$ cat config.mk
export PLATFORM = sky130hd
export DESIGN_NAME = mma7660_tilt_decoder
export DESIGN_NICKNAME = d
export VERILOG_FILES = /design/src/rtl/mma7660_tilt_decoder.sv
export SDC_FILE = /design/constraint.sdc
export NUM_CORES = 1
export LEC_CHECK = 0
export ABC_AREA = 1
export BUFFER_PORTS_ARGS = -buffer_cell sky130_fd_sc_hd__buf_2
export CAP_MARGIN = 20
export CORE_MARGIN = 2
export CORE_UTILIZATION = 54
export DETAILED_ROUTE_END_ITERATION = 6
export PLACE_DENSITY = 0.76
export REMOVE_ABC_BUFFERS = 1
export SLEW_MARGIN = 20
export SYNTH_ARGS = -nofsm -noshare
export SYNTH_HDL_FRONTEND = slang
export SYNTH_SLANG_ARGS = --single-unit
$ cat constraint.sdc
create_clock -name clk -period 2.2 [get_ports clk]
set_input_delay 0 -clock clk [delete_from_list [all_inputs] [get_ports clk]]
set_output_delay 0 -clock clk [all_outputs]
set_load 0.03 [all_outputs]
$ cat src/rtl/mma7660_tilt_decoder.sv
// mma7660_tilt_decoder
// Polls the raw MMA7660 XOUT/YOUT/ZOUT registers at a fixed tick rate, drops
// samples flagged by the alert bit, block-averages the accepted samples and
// classifies board tilt through a hysteresis + debounce orientation FSM.
// Optional feature macro: TILT_SHAKE_EN (adds SHAKE_TH parameter and a shake
// output; a large sample-to-sample delta discards the current averaging block).
module mma7660_tilt_decoder #(
    parameter int SAMPLE_DIV = 120000,
    parameter int AVG_LOG2   = 2,
    parameter int TH         = 10,
    parameter int HYS        = 3,
    parameter int DEB        = 2
`ifdef TILT_SHAKE_EN
    ,
    parameter int SHAKE_TH   = 12
`endif
) (
    input  logic       clk,
    input  logic       rst_n,
    input  logic [7:0] xout,
    input  logic [7:0] yout,
    input  logic [7:0] zout,
    output logic [5:0] x_avg,
    output logic [5:0] y_avg,
    output logic [5:0] z_avg,
    output logic       avg_upd,
    output logic [2:0] orient,
    output logic       orient_chg
`ifdef TILT_SHAKE_EN
    ,
    output logic       shake
`endif
);

    localparam int DIV_W = (SAMPLE_DIV > 1) ? $clog2(SAMPLE_DIV) : 1;
    localparam int AW    = 6 + AVG_LOG2;

    localparam logic signed [6:0] TH_P   = 7'(TH);
    localparam logic signed [6:0] TH_N   = 7'(-TH);
    localparam logic signed [6:0] HOLD_P = 7'(TH - HYS);
    localparam logic signed [6:0] HOLD_N = 7'(HYS - TH);

    typedef enum logic [2:0] {
        FLAT  = 3'd0,
        LEFT  = 3'd1,
        RIGHT = 3'd2,
        FWD   = 3'd3,
        BACK  = 3'd4
    } orient_e;

    // Sample tick: one-cycle pulse each time the divider wraps.
    logic [DIV_W-1:0] div_reg;
    logic             tick_reg;
    always_ff @(posedge clk or negedge rst_n) begin
        if (!rst_n) begin
            div_reg  <= '0;
            tick_reg <= 1'b0;
        end else if (div_reg == DIV_W'(SAMPLE_DIV - 1)) begin
            div_reg  <= '0;
            tick_reg <= 1'b1;
        end else begin
            div_reg  <= div_reg + 1'b1;
            tick_reg <= 1'b0;
        end
    end

    // Single input register stage in front of the sampling logic.
    logic [7:0] x_in_reg, y_in_reg, z_in_reg;
    always_ff @(posedge clk or negedge rst_n) begin
        if (!rst_n) begin
            x_in_reg <= '0;
            y_in_reg <= '0;
            z_in_reg <= '0;
        end else begin
            x_in_reg <= xout;
            y_in_reg <= yout;
            z_in_reg <= zout;
        end
    end

    logic alert, sample_ok, block_drop;
    assign alert     = x_in_reg[6] | y_in_reg[6] | z_in_reg[6];
    assign sample_ok = tick_reg & ~alert;

    // Six-bit two's complement axis values, widened to accumulator width.
    logic signed [AW-1:0] x_ext, y_ext, z_ext;
    assign x_ext = {{AVG_LOG2{x_in_reg[5]}}, x_in_reg[5:0]};
    assign y_ext = {{AVG_LOG2{y_in_reg[5]}}, y_in_reg[5:0]};
    assign z_ext = {{AVG_LOG2{z_in_reg[5]}}, z_in_reg[5:0]};

    logic signed [AW-1:0] x_acc_reg, y_acc_reg, z_acc_reg;
    logic signed [AW-1:0] x_sum, y_sum, z_sum, x_shift, y_shift, z_shift;
    assign x_sum   = x_acc_reg + x_ext;
    assign y_sum   = y_acc_reg + y_ext;
    assign z_sum   = z_acc_reg + z_ext;
    assign x_shift = x_sum >>> AVG_LOG2;
    assign y_shift = y_sum >>> AVG_LOG2;
    assign z_shift = z_sum >>> AVG_LOG2;

`ifdef TILT_SHAKE_EN
    logic [5:0] x_prev_reg, y_prev_reg, z_prev_reg;
    logic       prev_vld_reg, shake_reg;

    function automatic logic [6:0] abs_delta(input logic [5:0] a, input logic [5:0] b);
        logic [6:0] d;
        d = {a[5], a} - {b[5], b};
        return d[6] ? (~d + 7'd1) : d;
    endfunction

    assign block_drop = sample_ok & prev_vld_reg &
                        ((abs_delta(x_in_reg[5:0], x_prev_reg) >= 7'(SHAKE_TH)) |
                         (abs_delta(y_in_reg[5:0], y_prev_reg) >= 7'(SHAKE_TH)) |
                         (abs_delta(z_in_reg[5:0], z_prev_reg) >= 7'(SHAKE_TH)));

    // Remember the last accepted sample; an alert breaks the delta chain.
    always_ff @(posedge clk or negedge rst_n) begin
        if (!rst_n) begin
            x_prev_reg   <= '0;
            y_prev_reg   <= '0;
            z_prev_reg   <= '0;
            prev_vld_reg <= 1'b0;
            shake_reg    <= 1'b0;
        end else begin
            shake_reg <= block_drop;
            if (tick_reg) begin
                if (alert) begin
                    prev_vld_reg <= 1'b0;
                end else begin
                    x_prev_reg   <= x_in_reg[5:0];
                    y_prev_reg   <= y_in_reg[5:0];
                    z_prev_reg   <= z_in_reg[5:0];
                    prev_vld_reg <= 1'b1;
                end
            end
        end
    end
    assign shake = shake_reg;
`else
    assign block_drop = 1'b0;
`endif

    // Accumulate accepted samples; publish the floor average at block end.
    logic [AVG_LOG2-1:0] cnt_reg;
    logic [5:0]          x_avg_reg, y_avg_reg, z_avg_reg;
    logic                avg_upd_reg;
    always_ff @(posedge clk or negedge rst_n) begin
        if (!rst_n) begin
            x_acc_reg   <= '0;
            y_acc_reg   <= '0;
            z_acc_reg   <= '0;
            cnt_reg     <= '0;
            x_avg_reg   <= '0;
            y_avg_reg   <= '0;
            z_avg_reg   <= '0;
            avg_upd_reg <= 1'b0;
        end else begin
            avg_upd_reg <= 1'b0;
            if (sample_ok) begin
                if (block_drop) begin
                    x_acc_reg <= '0;
                    y_acc_reg <= '0;
                    z_acc_reg <= '0;
                    cnt_reg   <= '0;
                end else if (&cnt_reg) begin
                    x_acc_reg   <= '0;
                    y_acc_reg   <= '0;
                    z_acc_reg   <= '0;
                    cnt_reg     <= '0;
                    x_avg_reg   <= x_shift[5:0];
                    y_avg_reg   <= y_shift[5:0];
                    z_avg_reg   <= z_shift[5:0];
                    avg_upd_reg <= 1'b1;
                end else begin
                    x_acc_reg <= x_sum;
                    y_acc_reg <= y_sum;
                    z_acc_reg <= z_sum;
                    cnt_reg   <= cnt_reg + 1'b1;
                end
            end
        end
    end

    orient_e state_reg, state_next;
    orient_e cand_comb, cand_reg, prev_cand_reg, prev_cand_next;
    logic    cand_vld_reg;

    // Candidate orientation from the fresh averages; hold rule gives hysteresis.
    logic signed [6:0] xs, ys;
    logic [6:0]        ax, ay;
    logic              hold;
    always_comb begin
        xs   = {x_avg_reg[5], x_avg_reg};
        ys   = {y_avg_reg[5], y_avg_reg};
        ax   = xs[6] ? 7'(-xs) : 7'(xs);
        ay   = ys[6] ? 7'(-ys) : 7'(ys);
        hold = 1'b0;
        case (state_reg)
            RIGHT:   hold = (xs >= HOLD_P);
            LEFT:    hold = (xs <= HOLD_N);
            FWD:     hold = (ys >= HOLD_P);
            BACK:    hold = (ys <= HOLD_N);
            default: hold = 1'b0;
        endcase
        cand_comb = FLAT;
        if (hold) begin
            cand_comb = state_reg;
        end else if (ax >= ay) begin
            if (xs >= TH_P)      cand_comb = RIGHT;
            else if (xs <= TH_N) cand_comb = LEFT;
        end else begin
            if (ys >= TH_P)      cand_comb = FWD;
            else if (ys <= TH_N) cand_comb = BACK;
        end
    end

    // Latch the candidate the cycle after each average update.
    always_ff @(posedge clk or negedge rst_n) begin
        if (!rst_n) begin
            cand_reg     <= FLAT;
            cand_vld_reg <= 1'b0;
        end else begin
            cand_vld_reg <= avg_upd_reg;
            if (avg_upd_reg) cand_reg <= cand_comb;
        end
    end

    // Debounce FSM state register.
    logic [3:0] deb_cnt_reg, deb_cnt_next;
    logic       orient_chg_reg, orient_chg_next;
    always_ff @(posedge clk or negedge rst_n) begin
        if (!rst_n) begin
            state_reg      <= FLAT;
            prev_cand_reg  <= FLAT;
            deb_cnt_reg    <= '0;
            orient_chg_reg <= 1'b0;
        end else begin
            state_reg      <= state_next;
            prev_cand_reg  <= prev_cand_next;
            deb_cnt_reg    <= deb_cnt_next;
            orient_chg_reg <= orient_chg_next;
        end
    end

    // Debounce next-state: commit a new orientation after DEB agreeing candidates.
    logic [3:0] cnt_inc;
    always_comb begin
        state_next      = state_reg;
        prev_cand_next  = prev_cand_reg;
        deb_cnt_next    = deb_cnt_reg;
        orient_chg_next = 1'b0;
        cnt_inc         = 4'd1;
        if (cand_vld_reg) begin
            prev_cand_next = cand_reg;
            if (cand_reg == state_reg) begin
                deb_cnt_next = '0;
            end else begin
                cnt_inc = (cand_reg == prev_cand_reg) ? deb_cnt_reg + 4'd1 : 4'd1;
                if (cnt_inc >= 4'(DEB)) begin
                    state_next      = cand_reg;
                    orient_chg_next = 1'b1;
                    deb_cnt_next    = '0;
                end else begin
                    deb_cnt_next = cnt_inc;
                end
            end
        end
    end

    assign x_avg      = x_avg_reg;
    assign y_avg      = y_avg_reg;
    assign z_avg      = z_avg_reg;
    assign avg_upd    = avg_upd_reg;
    assign orient     = state_reg;
    assign orient_chg = orient_chg_reg;

endmodule

# Word-level counts from Yosys, hierarchy flattened
# Cells that the tools add are included.
[totals]
mem_count = 0
ff_bits = 99
output_inout_bits = 23
romBits = 0
latchBits = 0
ramBits = 0
[classes]
mux = 23
addsub = 8
div_mod_pow = 0
order_cmp = 10
n_bitwise = 5
multipliers = 0
n_eq_ne = 7
reduce_logical = 3
shift = 0
[op_table]
columns = ["op", "count"]
rows = [
  ["8-bit by 6-bit adder with 8-bit output", 3],
  ["8-bit 2-to-1 mux", 3],
  ["17-bit by 1-bit adder with 17-bit output, second input constant", 1],
  ["17-bit equality test, second input constant", 1],
  ["17-bit 2-to-1 mux", 1],
  ["7-bit 2-to-1 mux", 2],
  ["6-bit negator with 7-bit output", 2],
  ["6-bit by 4-bit greater-or-equal comparator with 1-bit output, second input constant", 2],
  ["6-bit by 5-bit greater-or-equal comparator with 1-bit output, second input constant", 2],
  ["6-bit by 4-bit <= comparator with 1-bit output, second input constant", 2],
  ["6-bit by 5-bit <= comparator with 1-bit output, second input constant", 2],
  ["3-bit 2-to-1 mux", 4],
  ["4-bit 2-to-1 mux", 3],
  ["7-bit greater-or-equal comparator", 1],
  ["1-bit 2-to-1 mux", 7],
  ["3-bit by 2-bit equality test with 1-bit output, second input constant", 2],
  ["3-bit equality test", 2],
  ["3-bit AND reduction", 2],
  ["4-bit by 1-bit adder with 4-bit output, second input constant", 1],
  ["4-bit by 2-bit greater-or-equal comparator with 1-bit output, second input constant", 1],
  ["2-bit 2-to-1 mux", 2],
  ["1-bit case mux with 4 select lines", 1],
  ["3-bit by 1-bit equality test with 1-bit output, second input constant", 1],
  ["3-bit equality test, second input constant", 1],
  ["other kinds (5)", 7],
]

# Longest topological paths before layout
[depth]
ltp_word = 6
mapped_depth = 16
ltp_nobuf = 16

# Worst setup path after synthesis
# No wires, ideal clock.
[synth_timing]
path_type = "register to register"
start = "reg x_avg_reg[0], in the netlist x_avg[0]"
end = "reg cand_reg[1]"
stages_incl_launch_ff = 16
t_required_ns = 2.084
setup_slack_ns = -0.121
setup_ns = 0.116
path_buffers = 0
synth_period_minus_slack_ns = 2.321
arrival_ns = 2.204
cell_sequence = "dfrtp_1 inv_1 ha_1 nand2_1 o21ai_0 xor2_1 inv_1 ha_1 nand2_1 nand2_1 a21oi_1 nand3_1 nand3_1 nand3_1 nand2_1 nand2_1"
[synth_between]
elab_chain_cells = 5
word_cells_on_any_way = 10
cone_classes = "1 x add/sub; 4 x order compare; 5 x mux"
[synth_lines]
columns = ["item", "line_no", "text"]
rows = [
  ["start, declared", "144", "logic [5:0] x_avg_reg, y_avg_reg, z_avg_reg;"],
  ["start signal, assigned", "169", "x_avg_reg <= x_shift[5:0];"],
  ["6-bit negator with 7-bit output", "194", "ax = xs[6] ? 7'(-xs) : 7'(xs);"],
  ["7-bit 2-to-1 mux", "194", ""],
  ["7-bit greater-or-equal comparator", "207", "end else if (ax >= ay) begin"],
  ["3-bit 2-to-1 mux", "207", ""],
  ["3-bit 2-to-1 mux (*)", "205", "if (hold) begin"],
  ["end signal, assigned", "223", "if (avg_upd_reg) cand_reg <= cand_comb;"],
  ["end, declared", "184", "orient_e cand_comb, cand_reg, prev_cand_reg, prev_cand_next;"],
]
# Mark *: on every way between the ends. The rest lies on a longest branch, timed or not.
# A chain may end at the register's enable or synchronous reset.

# Final worst setup path
[layout_timing]
start = "reg x_avg_reg[1], in the netlist x_avg[1]"
end = "reg cand_reg[2]"
# Same word-level chain as after synthesis.

==> qor.yml <==
status: "complete, no violations"
num_antenna_cells: 0
cp.arrival_ps: 2430
clock_latency_ps: 360
numClockSinks: 99
antenna_found_initial: 0
wl_per_cell_um: 13.1
htreeDepth: 3
ys_dominant_reg_cell: "dfrtp_1"
report.final.slew_viol_count: 0
fin_nets: 750
largest_register_ff_count: 17
crit_required_ps: 2490
final-hold-violation-count: 0
period_needed_ps: 2140
cts_tree: "built"
timing.final.crit_share_pct: 97.2
die-area_sq_um: 10500
synth_common_cells: "nand2_1, dfrtp_1, inv_1"
fin_ws_ps: 61.2
routed_wl_um: 10800
synth_edf_count: 0
yosysWarnings: 0
grt_max_degree: 52
drt_iter0_drc: 194
place_ws_ps: -30.2
synth_seq_area_share_pct: 47.1
multi_input_area_sq_um: 2620
grt_remaining_overflow: 0
grt_util_all_layers_pct: 21.5
drive_above_1_share_pct: 18.3
power_density_nw_per_um2: 499
grt_pass1_wl_um: 17900
ios: 49
yosys-top-cells-area: "dfrtp_1, nand2_1, ha_1"
avgSynthCellArea_sq_um: 8.87
die_width_um: 103
rsz0062_at_grt: "true"
clock.fmax_mhz: 468
antenna_left: 0
cts_made_buffers: 9
worstSetupEndpointType: "flip-flop"
initial_core_util_pct: 54.8
ctsRootBufferMaster: "clkbuf_8"
die_y_um: 103
post_drt_via_cell_ratio: 5.20
whs_ps: 85.0
regArea_sq_um: 2480
finalClockSkew_ps: 11.7
grt_pass1_vias: 4013
via_count: 4266
yosysTopAreaCell: "dfrtp_1"
drc: 0
fp.coreArea_sq_um: 9590
synthCells: 593
vdd_ir_drop_max_uv: 363
synth-async-reset-ratio_pct: 100
stdcell_count: 820
cap_violations: 0
portBuffers: 45
clock_path_buffers: 2
power.leakage_nw: 3.31
ys_types: 34
dp.cells: 779
power.total_mw: 3.15
crit_fanout: 3
num_rows: 36
hold_path_class: "input port to asynchronous set/reset pin"
fillers: 794
area_growth_pct: 20.1
synth_top_area_share_pct: 47.1
syn_area_sq_um: 5260
dp_hpwl_um: 7640
post-route-util_pct: 65.8
critical_path_class: "flip-flop to flip-flop"
synth_seq_cells: 99
synth.most_common_cell: "nand2_1"
critPathLaunchType: "flip-flop"
clk_pin_slew_ps: 100
setup_viol: 0
finalWeightedCongestion: 0.907
firstDrtPassIters: 4
[report_power, final]
| part | switching (mW) | internal (mW) | total, mW | leakage, nW |
|---|---|---|---|---|
| combinational | 0.0921 | 0.0748 | 0.167 | 1.90 |
| clock | 0.626 | 0.513 | 1.14 | 0.103 |
| sequential | 0.0106 | 1.84 | 1.85 | 1.30 |
[cell usage in the layout, fill, tap and decap left out, types with 3 or more instances in the layout]
cell	n
a21o_1	7
a21oi_1	19
a22o_1	9
a31oi_1	7
buf_2	44
buf_4	22
clkbuf_8	12
dfrtp_1	98
dlygate4sd3_1	22
fa_1	3
ha_1	36
ha_4	3
inv_1	54
inv_2	7
nand2_1	136
nand2_2	5
nand3_1	34
nand3_2	3
nand3b_1	3
nand4_1	14
nor2_1	41
nor2_2	4
nor2_4	5
nor3_1	8
o21ai_0	27
o21ai_1	7
or2_2	3
xnor2_1	8
xor2_1	24
[routing by layer]
layer  share of wire (%)  wire [um]  global-route usage [%]  vias to the layer above
met5                   0          0                       0                        -
met4                 1.6        172                    7.28                        0
met3                 2.8        302                    3.46                       17
met2                  49       5230                    35.1                       63
met1                  47       5050                    29.5                     2067
li1                    -          -                       -                     2119
[final timing paths]
check                                start      endpoint  slack [ps]  cells after the start
worst max-delay path              x_avg[1]   cand_reg[2]          60                     14
worst min-delay path                 rst_n  z_acc_reg[3]          90                      2
worst max register to register    x_avg[1]   cand_reg[2]          60                     14
worst min register to register  div_reg[0]    div_reg[0]         480                      1
max in group asynchronous            rst_n      y_avg[5]        1520                      3
min in group clk                   zout[3]   z_in_reg[3]         270                      2
[final cells by class]
type,instances,share of cell area (%)
inverters,61,3.63
flip-flops and latches,99,39.3
multi-input cells,422,41.5
well taps,133,2.64
clock buffers,12,2.62
clock inverters,4,0.495
repair buffers,89,9.91
[timing repair]
action,in CTS,in global routing
gates cloned,0,0
setup buffers,0,3
endpoints found under the hold margin,120,0
endpoints found under the setup margin,3,3
pin swaps,0,16
hold buffers,22,0
resized for setup,2,31
[stage by stage]
stage,cell area [sq um],TNS [ps]
after CTS,6170,0
after floorplan,5200,-326
after detailed placement,5750,-57.5
final,6310,0
after global routing,6310,-202
after global placement,5750,0
[critical path: stages, from the launching register on]
cell	delay, ps
dfrtp_1	410
inv_2	90
ha_4	140
nand2_2	60
buf_4	140
nand2_1	90
o22ai_2	90
ha_1	310
a21oi_1	150
nand2_1	80
nand2_1	90
nand3_2	100
nor2_1	120
nand2_1	70
a31oi_1	120
[cell families (layout without fill, tap and decap cells)]
group                    Yosys count  after routing  share of synthesized area, %
buffers and inverters             72            166                          5.35
flip-flops                        99             99                          47.1
XOR/XNOR                          33             33                          5.50
multiplexers                       1              1                         0.214
other                              2              2                         0.143
AND/OR/NAND/NOR                  261            261                          22.1
adder cells (fa/ha/maj)           42             42                          10.4
AO/OA/AOI/OAI                     83             83                          9.16
Note: power is estimated with default switching activity, not from simulation.
